==> config.mk <==
export PLATFORM = sky130hd
export DESIGN_NAME = mem_loader_flat
export DESIGN_NICKNAME = d
export VERILOG_FILES = /design/src/rtl/mem_loader_pkg.sv /design/src/rtl/mem_loader_if.sv /design/src/rtl/mem_loader_byte_packer.sv /design/src/rtl/mem_loader.sv /design/src/flat_wrapper.sv
export SDC_FILE = /design/constraint.sdc
export NUM_CORES = 1
export LEC_CHECK = 0
export CELL_PAD_IN_SITES_DETAIL_PLACEMENT = 1
export CELL_PAD_IN_SITES_GLOBAL_PLACEMENT = 1
export CORE_AREA = 2 2 85 71
export DETAILED_ROUTE_END_ITERATION = 8
export DIE_AREA = 0 0 87 73
export DONT_BUFFER_PORTS = 1
export GPL_TIMING_DRIVEN = 0
export PLACE_DENSITY_LB_ADDON = 0.1
export SYNTH_ARGS = -nofsm -noshare
export SYNTH_HDL_FRONTEND = slang
export SYNTH_HIERARCHICAL = 1
export SYNTH_SLANG_ARGS = --single-unit
==> constraint.sdc <==
create_clock -name clk -period 4.8 [get_ports clk]
set_clock_uncertainty 0.2 [all_clocks]
set_input_delay 0.72 -clock clk [delete_from_list [all_inputs] [get_ports clk]]
set_output_delay 0.72 -clock clk [all_outputs]
set_load 0.05 [all_outputs]
==> src/rtl/mem_loader_pkg.sv <==
// mem_loader_pkg: shared types and constants for the memory image loader.
//   loader_state_t : FSM state encoding used by mem_loader
//   BYTE_W         : width of one stream byte
//   sum8()         : modulo-256 running checksum step
package mem_loader_pkg;

  localparam int BYTE_W = 8;

  typedef enum logic [2:0] {
    IDLE,
    RECV,
    COMMIT,
    CHECK,
    DONE,
    ERR
  } loader_state_t;

  // Byte-wide add; the carry out is dropped on purpose (sum mod 256).
  function automatic logic [BYTE_W-1:0] sum8(input logic [BYTE_W-1:0] acc,
                                             input logic [BYTE_W-1:0] b);
    return acc + b;
  endfunction

endpackage

==> src/rtl/mem_loader_if.sv <==
// mem_loader_if: byte-stream input, memory write port and phase status of the loader.
//   write      : load phase requested (controller -> loader)
//   in_valid   : byte available (source -> loader)
//   in_data    : byte value (source -> loader)
//   in_ready   : loader takes the byte this cycle (loader -> source)
//   mem_we     : one-cycle memory write strobe (loader -> memory)
//   mem_addr   : memory write address (loader -> memory)
//   mem_wdata  : memory write data (loader -> memory)
//   write_done : image complete (loader -> controller)
//   chk_err    : checksum mismatch (loader -> controller)
// Modports: master = controller/source/memory side, slave = loader.
interface mem_loader_if #(
  parameter int DATA_W = 32,
  parameter int ADDR_W = 10
);
  import mem_loader_pkg::*;

  logic              write;
  logic              in_valid;
  logic [BYTE_W-1:0] in_data;
  logic              in_ready;
  logic              mem_we;
  logic [ADDR_W-1:0] mem_addr;
  logic [DATA_W-1:0] mem_wdata;
  logic              write_done;
  logic              chk_err;

  modport master (
    output write, in_valid, in_data,
    input  in_ready, mem_we, mem_addr, mem_wdata, write_done, chk_err
  );

  modport slave (
    input  write, in_valid, in_data,
    output in_ready, mem_we, mem_addr, mem_wdata, write_done, chk_err
  );

endinterface

==> src/rtl/mem_loader_byte_packer.sv <==
// mem_loader_byte_packer: assembles bytes little-endian into a DATA_W word.
//   clk, rst : clock, asynchronous active-high reset
//   clr      : restart at byte 0 and clear the word
//   push     : store byte_in at the current byte slot and advance
//   byte_in  : incoming byte
//   word_out : registered assembled word
//   last     : current slot is the final byte of the word
module mem_loader_byte_packer
  import mem_loader_pkg::*;
#(
  parameter int DATA_W = 32
) (
  input  logic              clk,
  input  logic              rst,
  input  logic              clr,
  input  logic              push,
  input  logic [BYTE_W-1:0] byte_in,
  output logic [DATA_W-1:0] word_out,
  output logic              last
);

  localparam int NB    = DATA_W / BYTE_W;
  localparam int IDX_W = (NB > 1) ? $clog2(NB) : 1;

  logic [IDX_W-1:0]  byte_idx_q, byte_idx_d;
  logic [DATA_W-1:0] word_q, word_d;

  assign last     = (byte_idx_q == IDX_W'(NB - 1));
  assign word_out = word_q;

  always_comb begin
    byte_idx_d = byte_idx_q;
    word_d     = word_q;
    if (clr) begin
      byte_idx_d = '0;
      word_d     = '0;
    end else if (push) begin
      word_d[BYTE_W*byte_idx_q +: BYTE_W] = byte_in;
      byte_idx_d = last ? '0 : byte_idx_q + IDX_W'(1);
    end
  end

  always_ff @(posedge clk or posedge rst) begin
    if (rst) begin
      byte_idx_q <= '0;
      word_q     <= '0;
    end else begin
      byte_idx_q <= byte_idx_d;
      word_q     <= word_d;
    end
  end

endmodule

==> src/rtl/mem_loader.sv <==
// mem_loader: write-phase responder. While bus.write is high, accepts a byte
// stream, packs it little-endian into DATA_W words and writes NUM_WORDS words
// starting at BASE_ADDR, then holds write_done until write drops.
//   clk, rst : clock, asynchronous active-high reset
//   bus      : mem_loader_if.slave (byte stream in, memory write port out, status)
// Optional feature: define MEM_LOADER_CHECKSUM_EN to expect one trailing
// checksum byte (sum of data bytes mod 256) after the image; a mismatch
// raises chk_err instead of write_done.
module mem_loader
  import mem_loader_pkg::*;
#(
  parameter int DATA_W    = 32,
  parameter int ADDR_W    = 10,
  parameter int NUM_WORDS = 256,
  parameter int BASE_ADDR = 0
) (
  input  logic        clk,
  input  logic        rst,
  mem_loader_if.slave bus
);

  localparam int CNT_W = ADDR_W + 1;

  loader_state_t     state_q, state_d;
  logic [CNT_W-1:0]  word_cnt_q, word_cnt_d;
  logic [ADDR_W-1:0] mem_addr_q, mem_addr_d;
  logic              in_ready_q, in_ready_d;
  logic              mem_we_q, mem_we_d;
  logic              write_done_q, write_done_d;
`ifdef MEM_LOADER_CHECKSUM_EN
  logic [BYTE_W-1:0] checksum_q, checksum_d;
  logic              chk_err_q, chk_err_d;
`endif

  logic              accept;
  logic              pk_clr;
  logic              pk_push;
  logic              pk_last;
  logic [DATA_W-1:0] pk_word;

  mem_loader_byte_packer #(
    .DATA_W (DATA_W)
  ) u_packer (
    .clk      (clk),
    .rst      (rst),
    .clr      (pk_clr),
    .push     (pk_push),
    .byte_in  (bus.in_data),
    .word_out (pk_word),
    .last     (pk_last)
  );

  // Strobes are gated by write so a dropped request neither takes a byte
  // from the source nor lets an in-flight COMMIT reach memory.
  assign bus.in_ready   = in_ready_q & bus.write;
  assign bus.mem_we     = mem_we_q & bus.write;
  assign bus.mem_addr   = mem_addr_q;
  assign bus.mem_wdata  = pk_word;
  assign bus.write_done = write_done_q;
`ifdef MEM_LOADER_CHECKSUM_EN
  assign bus.chk_err    = chk_err_q;
`else
  assign bus.chk_err    = 1'b0;
`endif

  assign accept = bus.in_valid & bus.in_ready;

  always_comb begin
    state_d    = state_q;
    word_cnt_d = word_cnt_q;
    mem_addr_d = mem_addr_q;
    pk_clr     = 1'b0;
    pk_push    = 1'b0;
`ifdef MEM_LOADER_CHECKSUM_EN
    checksum_d = checksum_q;
`endif

    case (state_q)
      IDLE: begin
        if (bus.write) begin
          pk_clr     = 1'b1;
          word_cnt_d = '0;
`ifdef MEM_LOADER_CHECKSUM_EN
          checksum_d = '0;
`endif
          state_d    = RECV;
        end
      end

      RECV: begin
        if (!bus.write) begin
          state_d = IDLE;
        end else if (accept) begin
          pk_push = 1'b1;
`ifdef MEM_LOADER_CHECKSUM_EN
          checksum_d = sum8(checksum_q, bus.in_data);
`endif
          if (pk_last) begin
            // Address is loaded here so it is already stable during COMMIT.
            mem_addr_d = ADDR_W'(BASE_ADDR) + word_cnt_q[ADDR_W-1:0];
            state_d    = COMMIT;
          end
        end
      end

      COMMIT: begin
        if (!bus.write) begin
          state_d = IDLE;
        end else begin
          word_cnt_d = word_cnt_q + CNT_W'(1);
          if (word_cnt_q == CNT_W'(NUM_WORDS - 1)) begin
`ifdef MEM_LOADER_CHECKSUM_EN
            state_d = CHECK;
`else
            state_d = DONE;
`endif
          end else begin
            state_d = RECV;
          end
        end
      end

`ifdef MEM_LOADER_CHECKSUM_EN
      CHECK: begin
        if (!bus.write) begin
          state_d = IDLE;
        end else if (accept) begin
          state_d = (bus.in_data == checksum_q) ? DONE : ERR;
        end
      end

      ERR: begin
        if (!bus.write) state_d = IDLE;
      end
`endif

      DONE: begin
        if (!bus.write) state_d = IDLE;
      end

      default: state_d = IDLE;
    endcase

    // Outputs are registered from the next state so they line up with it.
    in_ready_d   = (state_d == RECV) || (state_d == CHECK);
    mem_we_d     = (state_d == COMMIT);
    write_done_d = (state_d == DONE);
`ifdef MEM_LOADER_CHECKSUM_EN
    chk_err_d    = (state_d == ERR);
`endif
  end

  always_ff @(posedge clk or posedge rst) begin
    if (rst) begin
      state_q      <= IDLE;
      word_cnt_q   <= '0;
      mem_addr_q   <= ADDR_W'(BASE_ADDR);
      in_ready_q   <= 1'b0;
      mem_we_q     <= 1'b0;
      write_done_q <= 1'b0;
`ifdef MEM_LOADER_CHECKSUM_EN
      checksum_q   <= '0;
      chk_err_q    <= 1'b0;
`endif
    end else begin
      state_q      <= state_d;
      word_cnt_q   <= word_cnt_d;
      mem_addr_q   <= mem_addr_d;
      in_ready_q   <= in_ready_d;
      mem_we_q     <= mem_we_d;
      write_done_q <= write_done_d;
`ifdef MEM_LOADER_CHECKSUM_EN
      checksum_q   <= checksum_d;
      chk_err_q    <= chk_err_d;
`endif
    end
  end

endmodule

==> src/flat_wrapper.sv <==
// flat-port wrapper written by rule: the top's interface ports become plain ports
module mem_loader_flat import mem_loader_pkg::*;
#(
  parameter int DATA_W    = 32,
  parameter int ADDR_W    = 10,
  parameter int NUM_WORDS = 256,
  parameter int BASE_ADDR = 0
)
  (clk, rst, bus_write, bus_in_valid, bus_in_data, bus_in_ready, bus_mem_we, bus_mem_addr, bus_mem_wdata, bus_write_done, bus_chk_err);
  mem_loader_if #(.DATA_W(DATA_W), .ADDR_W(ADDR_W)) bus_i ();
  input  logic clk;
  input  logic rst;
  input wire logic [$bits(bus_i.write)-1:0] bus_write;
  input wire logic [$bits(bus_i.in_valid)-1:0] bus_in_valid;
  input wire logic [$bits(bus_i.in_data)-1:0] bus_in_data;
  output wire logic [$bits(bus_i.in_ready)-1:0] bus_in_ready;
  output wire logic [$bits(bus_i.mem_we)-1:0] bus_mem_we;
  output wire logic [$bits(bus_i.mem_addr)-1:0] bus_mem_addr;
  output wire logic [$bits(bus_i.mem_wdata)-1:0] bus_mem_wdata;
  output wire logic [$bits(bus_i.write_done)-1:0] bus_write_done;
  output wire logic [$bits(bus_i.chk_err)-1:0] bus_chk_err;
  assign bus_i.write = bus_write;
  assign bus_i.in_valid = bus_in_valid;
  assign bus_i.in_data = bus_in_data;
  assign bus_in_ready = bus_i.in_ready;
  assign bus_mem_we = bus_i.mem_we;
  assign bus_mem_addr = bus_i.mem_addr;
  assign bus_mem_wdata = bus_i.mem_wdata;
  assign bus_write_done = bus_i.write_done;
  assign bus_chk_err = bus_i.chk_err;
  mem_loader #(.DATA_W(DATA_W), .ADDR_W(ADDR_W), .NUM_WORDS(NUM_WORDS), .BASE_ADDR(BASE_ADDR)) u_core (.clk(clk), .rst(rst), .bus(bus_i));
endmodule
==> results.py, run 1 <==
metrics = {
    "timing": {
        "rsz0062_at_grt": "false",
        "relSlewSlack": 0.297,
        "fin_crit_ps": 2450,
        "finalSetupTns_ps": 0,
        "finalHoldViolCount": 0,
        "finalCritPeriodShare": 0.510,
        "setup_ws_ps": 2350,
        "slew_viol_final": 0,
        "max_freq_mhz": 408,
        "setup_viol_count_final": 0,
        "tightestPinTransition_ps": 1050,
    },
    "place": {
        "gp_congestion": 0.802,
        "dp_slack_ps": 2060,
        "portBuffers": 0,
        "dp_hpwl_um": 4810,
    },
    "pwr": {
        "leakage_uw": 0.00139,
        "ir_drop_mv": 0.180,
        "powerDensity_nw_per_um2": 335,
    },
    "clock_network": {
        "cts_htree_levels": 3,
        "holdBufCountCts": 0,
        "cts_setup_buffers": 0,
        "cts_sinks": 61,
        "cts_root_buf": "clkbuf_8",
        "cts_buffer_depth": 2,
        "cts_tree": "done",
        "clk_latency_ps": 340,
        "clk_pin_slew_ps": 70,
        "numCtsBuffers": 9,
        "post_cts_resized": 0,
    },
    "grt": {
        "antenna_found_initial": 0,
        "grt_usage": 0.226,
        "grt_pass1_wl_um": 10700,
        "grt_pass1_vias": 2020,
        "grt_overflow_total": 0,
        "grt_max_degree": 35,
    },
    "worst_hold_path": {
        "min_path_type": "in -> async",
    },
    "synthesis": {
        "synth_compound_area_frac": 0.188,
        "syn_inst": 233,
        "synth-xor-area-share": 0,
        "ys_warn_count": 6,
        "synth_top_family_by_area": "compound AO/OA/AOI/OAI gates",
        "synth_simple_gate_area_frac": 0.158,
        "synthAdderAreaFrac": 0.0310,
        "async_reset_ff_frac": 1.00,
        "synthFlopType": "dfrtp_1",
        "synth_nets": 252,
        "synth_seq_cells": 61,
        "synthMuxAreaShare": 0.0433,
        "synth.yosys.seq_area_share": 0.540,
        "synth_area_sq_um": 2830,
        "synth_area_per_cell_sq_um": 12.1,
        "yosys.cell_types.count": 48,
        "synth-edff-count": 0,
    },
    "run_status": {
        "status": "complete, no violations",
    },
    "die": {
        "initial_utilization": 0.505,
        "io_pins": 58,
        "fp-row-count": 25,
        "core_region_area_sq_um": 5600,
        "die_w_um": 87,
        "die_area_sq_um": 6350,
        "die_h_um": 73,
    },
    "routing": {
        "initialDrtViolationCount": 96,
        "drtAntennaViolNets": 0,
        "route.vias.total": 2044,
        "drt_pre_antenna_iters": 4,
        "drcViolationCount": 0,
        "viasPerCell": 6.43,
        "routed_wl_um": 6690,
        "routedWlPerCell_um": 21.0,
    },
    "worst_setup_path": {
        "endpoint_kind": "flip-flop",
        "crit_fanout": 10,
        "critPathRequiredTime_ps": 4870,
        "worst_ep_arrival_time_ps": 2520,
        "start_kind": "flip-flop",
        "path_class": "reg -> reg",
    },
    "layout": {
        "nNetsFinal": 265,
        "fillCellCount": 589,
        "fin_util": 0.554,
        "layout-drive-gt1-share": 0.155,
        "area_delta_synth_final_pct": 9.64,
        "antennaDiodeCount": 0,
    },
    "job": {
        "drv_cap": 0,
    },
}
## worst paths after layout
path	startpoint	endpoint	slack, ps	cells after the start
max in group asynchronous	rst	u_core/word_cnt_q[10]	3430	1
worst min-delay path	rst	u_core/word_cnt_q[1]	330	1
worst max-delay path	u_core/state_q[0]	u_core/u_packer/word_out[28]	2350	7
worst max register to register	u_core/state_q[0]	u_core/u_packer/word_out[28]	2350	7
min in group clk	bus_in_data[1]	u_core/u_packer/word_out[17]	340	1
worst min register to register	u_core/word_cnt_q[0]	u_core/word_cnt_q[0]	350	1
## kinds of logic after synthesis
group	count (synthesis)
buf+inv	22
fa+ha+maj	7
flops	61
simple gates	70
other cells	1
mux	11
compound gates	61
## stage by stage
stage	total power [uW]	hold WS, ps	instance area (sq um)	std cells
finish	1040	328	3100	318
global route	1090	322	3100	318
CTS	1050	331	3070	316
detailed placement	668	351	2910	300
global placement	662	323	2910	300
floorplan	642	292	2830	233
## flip-flops by register name, summed over array words and instances (netlist names)
name and cells:
u_core/bus.mem_addr 10, u_core/bus.write_done 1, u_core/in_ready_q 1, u_core/mem_we_q 1, u_core/state_q 3, u_core/u_packer/byte_idx_q 2
u_core/u_packer/word_out 32, u_core/word_cnt_q 11
## layout by cell type (no fill, tap or decap), drive strengths merged, types with 6 or more instances in the layout
master | netlist | routed
nand4 | 10 | 10
nand2 | 10 | 10
o2bb2ai | 8 | 8
dfrtp | 61 | 61
inv | 7 | 6
a32o | 24 | 24
clkbuf | 7 | 18
ha | 7 | 7
a21oi | 6 | 6
nor3 | 6 | 6
nor2b | 11 | 11
buf | 8 | 9
mux2 | 10 | 10
## final cells by class
class | instances | area [sq um] | share of cell area
sequential | 61 | 1530 | 0.492
clock inverter | 5 | 27.5 | 0.00887
timing repair buffer | 2 | 30.0 | 0.00968
clock buffer | 11 | 131 | 0.0424
buffer | 15 | 83.8 | 0.0270
multi-input combinational | 150 | 1190 | 0.384
tap | 67 | 83.8 | 0.0270
inverter | 7 | 26.3 | 0.00847
## cells in the mapped netlist (3+ instances only)
cell | number | area (sq um)
a21o_1 | 3 | 22.5
a21oi_1 | 5 | 25.0
a32o_1 | 24 | 240
and2_1 | 3 | 18.8
buf_2 | 4 | 20.0
clkbuf_1 | 7 | 26.3
dfrtp_1 | 61 | 1530
ha_1 | 7 | 87.6
inv_1 | 7 | 26.3
mux2_2 | 10 | 113
nand2_1 | 10 | 37.5
nand3_1 | 5 | 25.0
nand4_1 | 10 | 62.6
nor2_1 | 5 | 18.8
nor2b_1 | 10 | 62.6
nor3_1 | 6 | 30.0
o211ai_1 | 3 | 22.5
o21ai_0 | 4 | 20.0
o2bb2ai_1 | 8 | 70.1
or3b_1 | 3 | 26.3
## metal layers
layer,vias up,GRT usage,share of wire
li1,932,-,-
met5,-,0,0
met2,74,0.316,0.44
met3,7,0.101,0.082
met1,1031,0.319,0.47
met4,0,0.0625,0.0085
## critical path, stage by stage (launching register included)
cell and delay [ps]:
dfrtp_1 440, or3b_1 140, buf_2 210, clkbuf_1 410, nor2_1 100, buf_6 170
nor3b_2 460, a32o_1 260
## power by group
part           total, uW  switching (uW)  internal (uW)
sequential           561            37.5            524
clock                378             195            184
combinational       99.9            68.8           31.1
total               1040             301            739
Power figures use the tool's default switching activity.
==> run 2, diff against run 1 <==
--- a/config.mk
+++ b/config.mk
@@ -7,9 +7,9 @@
 export LEC_CHECK = 0
 export CELL_PAD_IN_SITES_DETAIL_PLACEMENT = 1
 export CELL_PAD_IN_SITES_GLOBAL_PLACEMENT = 1
-export CORE_AREA = 2 2 85 71
+export CORE_AREA = 2 2 88 73
 export DETAILED_ROUTE_END_ITERATION = 8
-export DIE_AREA = 0 0 87 73
+export DIE_AREA = 0 0 90 75
 export DONT_BUFFER_PORTS = 1
 export GPL_TIMING_DRIVEN = 0
 export PLACE_DENSITY_LB_ADDON = 0.1
==> constraint.sdc (replaced) <==
create_clock -name clk -period 2.35 [get_ports clk]
set_clock_uncertainty 0.2 [all_clocks]
set_input_delay 0.3525 -clock clk [delete_from_list [all_inputs] [get_ports clk]]
set_output_delay 0.3525 -clock clk [all_outputs]
set_load 0.05 [all_outputs]
==> run 2 against run 1 <==
Against the previous run:
- critical path depth is 1 lower
- die area grew 6.3%
- sequential share of layout area decreased by 1.6 points
- register-to-register slack lost 2200 ps
- combinational power rose by 120%
- via count increased by 2.1%
- critical path type unchanged
- sequential power up 100%
- worst setup slack got worse by 2200 ps
==> results.py, run 2 (synthesized netlist as in run 1, its figures left out) <==
metrics = {
    "layout": {
        "largest_reg_flops": 32,
        "fillCellCount": 597,
        "area_delta_synth_final_pct": 13.3,
        "final_common_cell": "dfrtp_1",
        "nNetsFinal": 273,
        "stdcell_count": 338,
        "layout_common_cells": "61 x dfrtp_1, 24 x a32o_1, 11 x clkbuf_8, 11 x dlygate4sd3_1",
        "antennaDiodeCount": 0,
        "layout-drive-gt1-share": 0.156,
    },
    "timing": {
        "max_freq_mhz": 446,
        "finalCritPeriodShare": 0.955,
        "fin_crit_ps": 2240,
        "finalHoldViolCount": 0,
        "slew_viol_final": 0,
        "rsz0062_at_grt": "false",
        "tightestPinTransition_ps": 1050,
        "relSlewSlack": 0.296,
        "setup_viol_count_final": 0,
        "setup_ws_ps": 106,
    },
    "worst_setup_path": {
        "reg2reg_setup_slack_ps": 110,
        "crit_chain": "or3b_1 > buf_2 > nor2_1 > buf_6 > a21oi_1 > a32o_1",
        "crit_fanout": 18,
        "critPathLaunch": "u_core/state_q[2]",
        "path_buf_inv": 2,
        "cpMaxStageDelayCell": "a21oi_1",
        "r2r-start": "u_core/state_q[2]",
        "start_kind": "flip-flop",
        "endpoint_kind": "flip-flop",
        "critPathRequiredTime_ps": 2420,
        "worst_ep_arrival_time_ps": 2310,
        "crit_family": "compound AO/OA/AOI/OAI gates",
        "path_class": "reg -> reg",
        "cp_slowest_stage_delay_ps": 580,
    },
    "clock_network": {
        "cts_sinks": 61,
        "cts_setup_buffers": 0,
        "cts_tree": "done",
        "numCtsBuffers": 9,
        "cts_htree_levels": 3,
        "clk_pin_slew_ps": 60,
        "cts_buffer_depth": 2,
        "clk_latency_ps": 340,
        "cts_root_buf": "clkbuf_8",
    },
    "place": {
        "dp_cells": 314,
        "dp_hpwl_um": 4910,
        "gp_congestion": 0.782,
        "dp_slack_ps": -126,
        "portBuffers": 0,
    },
    "routing": {
        "routedWlPerCell_um": 21.3,
        "viasPerCell": 6.17,
        "drtAntennaViolNets": 0,
        "drt_pre_antenna_iters": 4,
        "routed_wl_um": 7210,
        "drcViolationCount": 0,
        "route.vias.total": 2087,
        "initialDrtViolationCount": 131,
    },
    "pwr": {
        "leakage_uw": 0.00143,
        "pwr-share-clk": 0.371,
        "p_switching_uw": 608,
        "comb_power_share": 0.102,
        "powerDensity_nw_per_um2": 679,
        "seqPwrFrac": 0.527,
        "ir_drop_mv": 0.309,
        "p_int_uw": 1570,
        "sw_frac_of_total": 0.280,
    },
    "die": {
        "die_h_um": 75,
        "io_pins": 58,
        "die_w_um": 90,
        "initial_utilization": 0.486,
        "die_area_sq_um": 6750,
        "fp-row-count": 25,
        "core_region_area_sq_um": 5820,
    },
    "worst_hold_path": {
        "min_path_type": "in -> reg",
        "hold_start": "bus_in_data[5]",
    },
    "grt": {
        "grt_overflow_total": 0,
        "grt_usage": 0.233,
        "grt_pass1_wl_um": 11800,
        "grt_pass1_vias": 2197,
        "grt_max_degree": 35,
        "antenna_found_initial": 0,
    },
    "run_status": {
        "status": "complete, no violations",
    },
    "job": {
        "drv_cap": 0,
    },
}
[run 2: worst paths after layout]
kind	endpoint	depth (start not counted)
min reg2reg	u_core/word_cnt_q[0]	1
min	u_core/u_packer/word_out[13]	2
max in group asynchronous	u_core/word_cnt_q[8]	2
max	u_core/u_packer/word_out[17]	6
max reg2reg	u_core/u_packer/word_out[17]	6
min in group asynchronous	u_core/u_packer/byte_idx_q[1]	2
[run 2: power by group through the flow]
stage | clock network [uW] | logic [uW] | registers, uW
floorplan | 0 | 152 | 1160
global placement | 0 | 187 | 1160
detailed placement | 0 | 199 | 1170
CTS | 833 | 215 | 1150
global route | 874 | 240 | 1150
finish | 807 | 221 | 1150
[run 2: per-stage QoR]
step	total power (uW)	hold WS (ps)	TNS [ps]	util	area [sq um]
6_report	2170	22.0	0	0.551	3200
3_5_place_dp	1370	322	-2580	0.504	2930
3_3_place_gp	1350	316	-0.479	0.504	2930
4_1_cts	2190	2.01	0	0.549	3190
5_1_grt	2260	13.2	0	0.551	3200
2_1_floorplan	1310	205	0	-	2830
[run 2: what timing repair did]
item	4_1_cts	5_1_grt
gates resized for setup	0	4
hold endpoints to repair	42	34
endpoints found under the setup margin	32	5
hold buffers	10	1
[run 2: worst register-to-register path, cell delays in order (launching register included)]
cell and delay (ps):
dfrtp_1 440, or3b_1 140, buf_2 310, nor2_1 100
buf_6 170, a21oi_1 580, a32o_1 240
[run 2: final cells by class]
| type | instances | area (sq um) | area share |
|---|---|---|---|
| Inverter | 7 | 26.3 | 0.00820 |
| Sequential cell | 61 | 1530 | 0.476 |
| Clock inverter | 2 | 10.0 | 0.00312 |
| Buffer | 14 | 82.6 | 0.0258 |
| Clock buffer | 12 | 155 | 0.0484 |
| Tap cell | 81 | 101 | 0.0316 |
| Multi-Input combinational cell | 150 | 1190 | 0.372 |
| Timing Repair Buffer | 11 | 110 | 0.0344 |
[run 2: per-layer routing]
layer,share of wire,global-route usage,vias to the layer above
li1,-,-,940
met1,0.47,0.306,1057
met2,0.44,0.344,72
met3,0.065,0.0881,18
met4,0.021,0.120,0
met5,0,0,-
